$ cat config.mk
export PLATFORM = sky130hd
export DESIGN_NAME = fee_row_group_ctrl
export DESIGN_NICKNAME = d
export VERILOG_FILES = /design/src/rtl/fee_row_pkg.sv /design/src/rtl/fee_rst_group_fsm.sv /design/src/rtl/fee_row_group_ctrl.sv
export SDC_FILE = /design/constraint.sdc
export NUM_CORES = 1
export LEC_CHECK = 0
export ABC_AREA = 1
export CORE_MARGIN = 2
export CORE_UTILIZATION = 55
export DETAILED_ROUTE_END_ITERATION = 8
export PLACE_DENSITY = 0.84
export SLEW_MARGIN = 20
export SYNTH_ARGS = -nofsm -noshare
export SYNTH_HDL_FRONTEND = slang
export SYNTH_HIERARCHICAL = 1
export SYNTH_SLANG_ARGS = --single-unit
export TNS_END_PERCENT = 10
$ cat constraint.sdc
create_clock -name sysclk -period 1.88 [get_ports sysclk]
set_clock_uncertainty 0.05 [all_clocks]
set_input_delay 0.47 -clock sysclk [delete_from_list [all_inputs] [get_ports sysclk]]
set_output_delay 0.47 -clock sysclk [all_outputs]
set_load 0.01 [all_outputs]
$ cat src/rtl/fee_row_pkg.sv
// Shared types and default constants for the front-end row-group reset controller.
package fee_row_pkg;

  localparam int unsigned DEF_NUM_ROWS        = 20;
  localparam int unsigned DEF_ROWS_PER_GROUP  = 4;
  localparam int unsigned DEF_RST_MIN_CYCLES  = 16;
  localparam int unsigned DEF_RECOVERY_CYCLES = 8;

  typedef enum logic [1:0] {
    ASSERT  = 2'd0,
    RECOVER = 2'd1,
    IDLE    = 2'd2
  } grp_state_e;

  function automatic int unsigned max_u(input int unsigned a, input int unsigned b);
    return (a > b) ? a : b;
  endfunction

  function automatic int unsigned min_u(input int unsigned a, input int unsigned b);
    return (a < b) ? a : b;
  endfunction

endpackage

$ cat src/rtl/fee_rst_group_fsm.sv
// One row group's reset sequencer: hold reset low, let the rows settle, then go idle.
module fee_rst_group_fsm
  import fee_row_pkg::*;
#(
  parameter int unsigned RST_MIN_CYCLES  = DEF_RST_MIN_CYCLES,
  parameter int unsigned RECOVERY_CYCLES = DEF_RECOVERY_CYCLES
) (
  input  logic sysclk,
  input  logic rst,
  input  logic req,
  output logic resn,
  output logic busy
);

  localparam int unsigned CNT_W = $clog2(max_u(RST_MIN_CYCLES, RECOVERY_CYCLES) + 1);
  localparam logic [CNT_W-1:0] RST_LOAD = CNT_W'(RST_MIN_CYCLES);
  localparam logic [CNT_W-1:0] REC_LOAD = CNT_W'(RECOVERY_CYCLES);
  localparam logic [CNT_W-1:0] CNT_ONE  = CNT_W'(1);

  grp_state_e       state_q, state_d;
  logic [CNT_W-1:0] cnt_q, cnt_d;
  logic             resn_q, resn_d;
  logic             busy_q, busy_d;

  // Reset leaves the group mid power-on sequence with a full low window pending.
  always_ff @(posedge sysclk or posedge rst) begin
    if (rst) begin
      state_q <= ASSERT;
      cnt_q   <= RST_LOAD;
      resn_q  <= 1'b0;
      busy_q  <= 1'b1;
    end else begin
      state_q <= state_d;
      cnt_q   <= cnt_d;
      resn_q  <= resn_d;
      busy_q  <= busy_d;
    end
  end

  // Expiry is taken at a count of one so the loaded value equals the cycles spent.
  always_comb begin
    state_d = state_q;
    cnt_d   = cnt_q;
    unique case (state_q)
      ASSERT: begin
        if (req) begin
          cnt_d = RST_LOAD;
        end else if (cnt_q <= CNT_ONE) begin
          state_d = RECOVER;
          cnt_d   = REC_LOAD;
        end else begin
          cnt_d = cnt_q - CNT_ONE;
        end
      end
      RECOVER: begin
        if (req) begin
          state_d = ASSERT;
          cnt_d   = RST_LOAD;
        end else if (cnt_q <= CNT_ONE) begin
          state_d = IDLE;
          cnt_d   = '0;
        end else begin
          cnt_d = cnt_q - CNT_ONE;
        end
      end
      IDLE: begin
        if (req) begin
          state_d = ASSERT;
          cnt_d   = RST_LOAD;
        end
      end
      default: begin
        state_d = ASSERT;
        cnt_d   = RST_LOAD;
      end
    endcase
    resn_d = (state_d != ASSERT);
    busy_d = (state_d != IDLE);
  end

  assign resn = resn_q;
  assign busy = busy_q;

endmodule

$ cat src/rtl/fee_row_group_ctrl.sv
// Row-group reset controller with per-row interrupt synchronisers.
// Define FEE_INT_MASK_EN to suppress a row's interrupt while its group is busy.
module fee_row_group_ctrl
  import fee_row_pkg::*;
#(
  parameter int unsigned NUM_ROWS        = DEF_NUM_ROWS,
  parameter int unsigned ROWS_PER_GROUP  = DEF_ROWS_PER_GROUP,
  parameter int unsigned RST_MIN_CYCLES  = DEF_RST_MIN_CYCLES,
  parameter int unsigned RECOVERY_CYCLES = DEF_RECOVERY_CYCLES,
  localparam int unsigned NUM_GROUPS     = (NUM_ROWS + ROWS_PER_GROUP - 1) / ROWS_PER_GROUP
) (
  input  logic                  sysclk,
  input  logic                  rst,
  input  logic [NUM_ROWS-1:0]   row_rst_req,
  input  logic [NUM_GROUPS-1:0] grp_force_rst,
  input  logic [NUM_ROWS-1:0]   row_int_n,
  output logic [NUM_GROUPS-1:0] group_resn,
  output logic [NUM_GROUPS-1:0] group_busy,
  output logic [NUM_ROWS-1:0]   row_int_n_sync
);

  logic [NUM_GROUPS-1:0] grp_req_c;

  // The last group only spans the rows that actually exist.
  for (genvar g = 0; g < NUM_GROUPS; g++) begin : g_grp
    localparam int unsigned LO = g * ROWS_PER_GROUP;
    localparam int unsigned HI = min_u((g + 1) * ROWS_PER_GROUP, NUM_ROWS) - 1;

    assign grp_req_c[g] = grp_force_rst[g] | (|row_rst_req[HI:LO]);

    fee_rst_group_fsm #(
      .RST_MIN_CYCLES  (RST_MIN_CYCLES),
      .RECOVERY_CYCLES (RECOVERY_CYCLES)
    ) u_fsm (
      .sysclk (sysclk),
      .rst    (rst),
      .req    (grp_req_c[g]),
      .resn   (group_resn[g]),
      .busy   (group_busy[g])
    );
  end

  logic [NUM_ROWS-1:0] sync1_q, sync1_d;
  logic [NUM_ROWS-1:0] sync2_q, sync2_d;

  always_comb begin
    sync1_d = row_int_n;
    sync2_d = sync1_q;
  end

  // Synchroniser idles at the inactive (high) interrupt level.
  always_ff @(posedge sysclk or posedge rst) begin
    if (rst) begin
      sync1_q <= '1;
      sync2_q <= '1;
    end else begin
      sync1_q <= sync1_d;
      sync2_q <= sync2_d;
    end
  end

`ifdef FEE_INT_MASK_EN
  for (genvar r = 0; r < NUM_ROWS; r++) begin : g_mask
    localparam int unsigned GRP = r / ROWS_PER_GROUP;
    assign row_int_n_sync[r] = sync2_q[r] | group_busy[GRP];
  end
`else
  assign row_int_n_sync = sync2_q;
`endif

endmodule

== Word-level counts from Yosys, hierarchy flattened ==
Index checks and enable logic that the tools add are counted.

* Flip-flop bits (word level): 85
* Input port bits: 47
* Output and inout bits: 30

* $add $sub $neg: 5
* Magnitude comparators: 5
* Eq/ne operators: 20
* Mux-type cells: 60
* Bitwise gates (word level): 5
* Reduce and logical (&&, ||, !) cells: 15

{| class="wikitable"
|+ Operators by type and width
! kind !! number
|-
| $mux W5 || 25
|-
| $pmux W5 S3 || 5
|-
| $mux W2 || 25
|-
| $pmux W2 S3 || 5
|-
| $le A5 B1 Y1 const B || 5
|-
| $sub A5 B1 Y5 const B || 5
|-
| $reduce_or A4 Y1 || 5
|-
| $eq A2 B1 Y1 const B || 5
|-
| $eq A2 B2 Y1 const B || 5
|-
| $logic_not A2 Y1 || 5
|-
| $ne A2 B1 Y1 const B || 5
|-
| $ne A2 B2 Y1 const B || 5
|-
| $reduce_bool A2 Y1 || 5
|-
| $or A1 B1 Y1 || 5
|}

== Depth between registers and ports, before layout ==
* Word-level depth: 5
* Depth in mapped cells: 8
* Depth with buffers taken out: 8

== By module ==
Netlist, hierarchy kept.

{| class="wikitable"
|+ Modules (own cells, without submodules)
! module !! times used !! cells each !! area an instance (um^2) !! seq. area each (um^2)
|-
| fee_rst_group_fsm (g_grp[1].u_fsm ...) || 3 || 61 || 510.5 || 227.7
|-
| fee_row_group_ctrl || 1 || 61 || 1136.1 || 1051.0
|-
| fee_rst_group_fsm (g_grp[0].u_fsm ...) || 2 || 62 || 509.2 || 227.7
|}

== Worst setup path before layout ==
OpenSTA, ideal clock, no wires.

* Kind: input-to-reg
* Start point: input row_rst_req[7]
* End point: register g_grp[1].u_fsm.cnt_q[4]
* Library setup time: 0.084 ns
* Arrival time: 1.095 ns
* Setup slack: 0.651 ns
* Stages: 5
* Path buffers: 0
* Path through: nor2_1 nand3_1 nor2_2 a21boi_0 a21oi_1

* Word-level cells in the longest chain between the ends: 4
* Elaborated cells on any way between the ends: 6
* Those cells by class: 1 x eq/ne; 3 x mux; 1 x bitwise; 1 x reduce/logical

{| class="wikitable"
|+ RTL lines
! element !! RTL line !! source
|-
| from (decl) || fee_row_group_ctrl.sv:14 || <nowiki>input logic [NUM_ROWS-1:0] row_rst_req,</nowiki>
|-
| $reduce_or A4 Y1 * || fee_row_group_ctrl.sv:29 || <nowiki>assign grp_req_c[g] = grp_force_rst[g] | (|row_rst_req[HI:LO]);</nowiki>
|-
| $or A1 B1 Y1 * || fee_row_group_ctrl.sv:29 ||
|-
| net grp_req_c[1] || fee_row_group_ctrl.sv:22 || <nowiki>logic [NUM_GROUPS-1:0] grp_req_c;</nowiki>
|-
| $mux W5 (on tied branches) || fee_rst_group_fsm.sv:56, fee_rst_group_fsm.sv:46 ||
|-
| $pmux W5 S3 || fee_rst_group_fsm.sv:44 || <nowiki>unique case (state_q)</nowiki>
|-
| to (signal assigned) || fee_rst_group_fsm.sv:34 || <nowiki>cnt_q <= cnt_d;</nowiki>
|-
| to (decl) || fee_rst_group_fsm.sv:21 || <nowiki>logic [CNT_W-1:0] cnt_q, cnt_d;</nowiki>
|}

Mark *: on every way through the listed nets, which the timed path passes. The rest lies on a longest branch.
A chain may end at the register's enable or synchronous reset.

== Final worst setup path ==
* Start point: register g_grp[0].u_fsm.resn_q
* End point: output group_resn[0]

{| class="wikitable"
|+ RTL lines
! element !! RTL line !! source
|-
| from (decl) || fee_rst_group_fsm.sv:22 || <nowiki>logic resn_q, resn_d;</nowiki>
|-
| from (signal assigned) || fee_rst_group_fsm.sv:35 || <nowiki>resn_q <= resn_d;</nowiki>
|-
| to (decl) || fee_row_group_ctrl.sv:17 || <nowiki>output logic [NUM_GROUPS-1:0] group_resn,</nowiki>
|}

No word-level cell between the ends.

==> reports/summary.txt <==
vias per cell: 4.88
Core Rows: 29
Design Area, Final: 4730 sq um
Slew headroom: 75.6%
NetSw: 0.782 mW
CTS resizes: 25
commonest non-fill, non-tap cell in the layout: nand2_1
Die Wd: 85.9 um
CTS Sinks: 85
most frequent cells in the layout: nand2_1 (74), inv_1 (54), clkdlybuf4s50_1 (51)
post-route ant nets: 0
final worst-path cycle share: 93.2%
I/O Pins: 77
part of the Yosys area used for sequential elements: 59.4%
mean routed wirelength per cell: 12.6 um
syn nets: 425
nets@finish: 514
CP cell instances: clkdlybuf4s50_1
Max H-tree Level: 3
Cell Pwr Density: 733 nW/um^2
First DRT Iteration DRCs: 145
Max Cap Viol: 0
Post-CTS Setup Repair Bufs: 0
CP max FO: 1
layout cells sized above 1: 27.5%
clock slew at reported path FFs: 0.09 ns
nature of the critical path endpoint: primary output
Layout Utilization: 73.6%
Pint: 2.68 mW
outcome: finished, violations left
DR DRC count: 4
worst endpoint data arrival time: 1.23 ns
Yosys warnings: 6
Worst EP required: 1.36 ns
area grow syn2layout: 28.2%
WL final: 6810 um
WP buf/inv: 1
number of fill cells: 477
# diodes: 0
vias in the first global route: 2716
min cycle time layout: 1.75 ns
HP Class: register to register
initial core utilization: 57.4%
Fmax achieved: 571 MHz
initial antenna violation count: 0
First-pass DRT Iterations: 8
worst skew pair latency: 0.34 ns
Fin Setup TNS: 0 ns
WS Path Type: register to primary output
Area after DPL: 4560 sq um
first-pass GRT wire length: 11700 um
Setup WS pre-CTS: 0.0995 ns
TritonCTS clock tree: yes
CP top delay family: buffers and inverters
Port Buffers: 76
DIE AREA: 7370 sq um
switching share of total power: 22.6%
fin. max-slew vios: 0
DP HPWL: 5400 um
measured slew at the worst slew-check pin: 0.366 ns
vias: 2631
total core area: 6420 sq um
Syn Inst Count: 368
RSZ-0062 raised after global routing: false
Logic pwr share: 7.5%
Critical Path Max Stage Delay: 0.53 ns
Crit-path slowest cell: clkdlybuf4s50_1
Die Ht: 85.9 um
Tot GR Track Use: 20.4%
Final WS setup: 0.128 ns
overflow left after global routing: 0
synthesized area: 3690 sq um
Hold Buf Count CTS: 0
worst vdd ir: 0.612 mV
Setup-failing EPs final: 0
Clk pwr share: 36.5%
pin count of the biggest net entering global routing: 23
crit path launch type: register
Routability Congestion: 0.842
Synth cell types: 19
root buffer cell: clkbuf_8
Leak: 2.33 nW
Longest Clk Path Bufs: 2
TritonCTS Buffers: 9
Synth Register Bits: 85
Flop pwr share: 56.0%
final hold vios: 0
synthesized area per cell: 10.0 sq um
failing checks: design-rule violations
## cell families (layout without fill, tap and decap cells)
kind of cell / count (synthesis) / in the layout / share of synthesized area [%]
buffers and inverters: 59 / 153 / 6.01
AO/OA/AOI/OAI: 30 / 30 / 4.92
flip-flops: 85 / 85 / 59.4
adder cells (fa/ha/maj): 10 / 10 / 3.39
AND/OR/NAND/NOR: 184 / 184 / 26.3
## layer usage
| layer | vias up | wire, um | GRT usage [%] |
|---|---|---|---|
| met5 | - | 0 | 0 |
| met4 | 0 | 94 | 7.65 |
| met3 | 13 | 299 | 4.43 |
| met2 | 60 | 3610 | 35.0 |
| met1 | 1237 | 2810 | 25.2 |
| li1 | 1321 | - | - |
## synthesized netlist by cell type
cell      number  area [sq um]
inv_2          5          18.8
o21bai_1       5          37.5
inv_1         54           203
nor3_1         5          25.0
nand2_1       74           278
nand3b_4       5           100
nand3_1       25           125
nor2_4         3          33.8
a21oi_1       10          50.1
dfstp_2       50          1310
nor2_2        19           119
nand3_2        5          50.1
o22ai_1        5          31.3
nor2_1        25          93.8
ha_1          10           125
a21boi_0       5          37.5
nand2_2       23           144
o21ai_1        5          25.0
dfrtp_1       35           876
## power by group through the flow
stage	Clock [mW]	Sequential (mW)	Combinational, mW
after global routing	1.39	1.95	0.292
final	1.26	1.94	0.260
after global placement	0	1.97	0.271
after floorplan	0	1.98	0.0966
after detailed placement	0	1.97	0.280
after CTS	1.31	1.94	0.266
## sequential cells by signal (all words and copies together), names as in the netlist
register             flops
sync1_q                 20
g_grp.u_fsm/cnt_q       25
row_int_n_sync          20
g_grp.u_fsm/state_q     10
g_grp.u_fsm/resn         5
g_grp.u_fsm/busy         5
## final timing paths
path | from | depth (start not counted) | slack, ns | end
min reg2reg | sync1_q[19] | 0 | 0.30 | row_int_n_sync[19]
max | g_grp[0].u_fsm/resn | 1 | 0.13 | group_resn[0]
max in group asynchronous | rst | 3 | 0.85 | sync1_q[9]
min | sync1_q[19] | 0 | 0.30 | row_int_n_sync[19]
min in group asynchronous | rst | 2 | 0.56 | g_grp[0].u_fsm/resn
max reg2reg | g_grp[3].u_fsm/cnt_q[0] | 5 | 0.52 | g_grp[3].u_fsm/cnt_q[2]
## metrics by stage
step / instances / power, mW / hold WS, ns
after detailed placement: 523 / 2.25 / 0.297
after floorplan: 368 / 2.08 / 0.246
after CTS: 539 / 3.52 / 0.307
final: 539 / 3.46 / 0.304
after global routing: 539 / 3.63 / 0.312
after global placement: 523 / 2.24 / 0.295
## area by class of cell
| cell class | instances | area [sq um] | share of cell area, % |
|---|---|---|---|
| Sequential cell | 85 | 2190 | 46.3 |
| Timing Repair Buffer | 78 | 744 | 15.8 |
| Clock buffer | 10 | 128 | 2.70 |
| Clock inverter | 6 | 71.3 | 1.51 |
| Inverter | 59 | 221 | 4.69 |
| Tap cell | 77 | 96.3 | 2.04 |
| Multi-Input combinational cell | 224 | 1270 | 27.0 |
No activity file was read; power rests on OpenSTA's default activity.
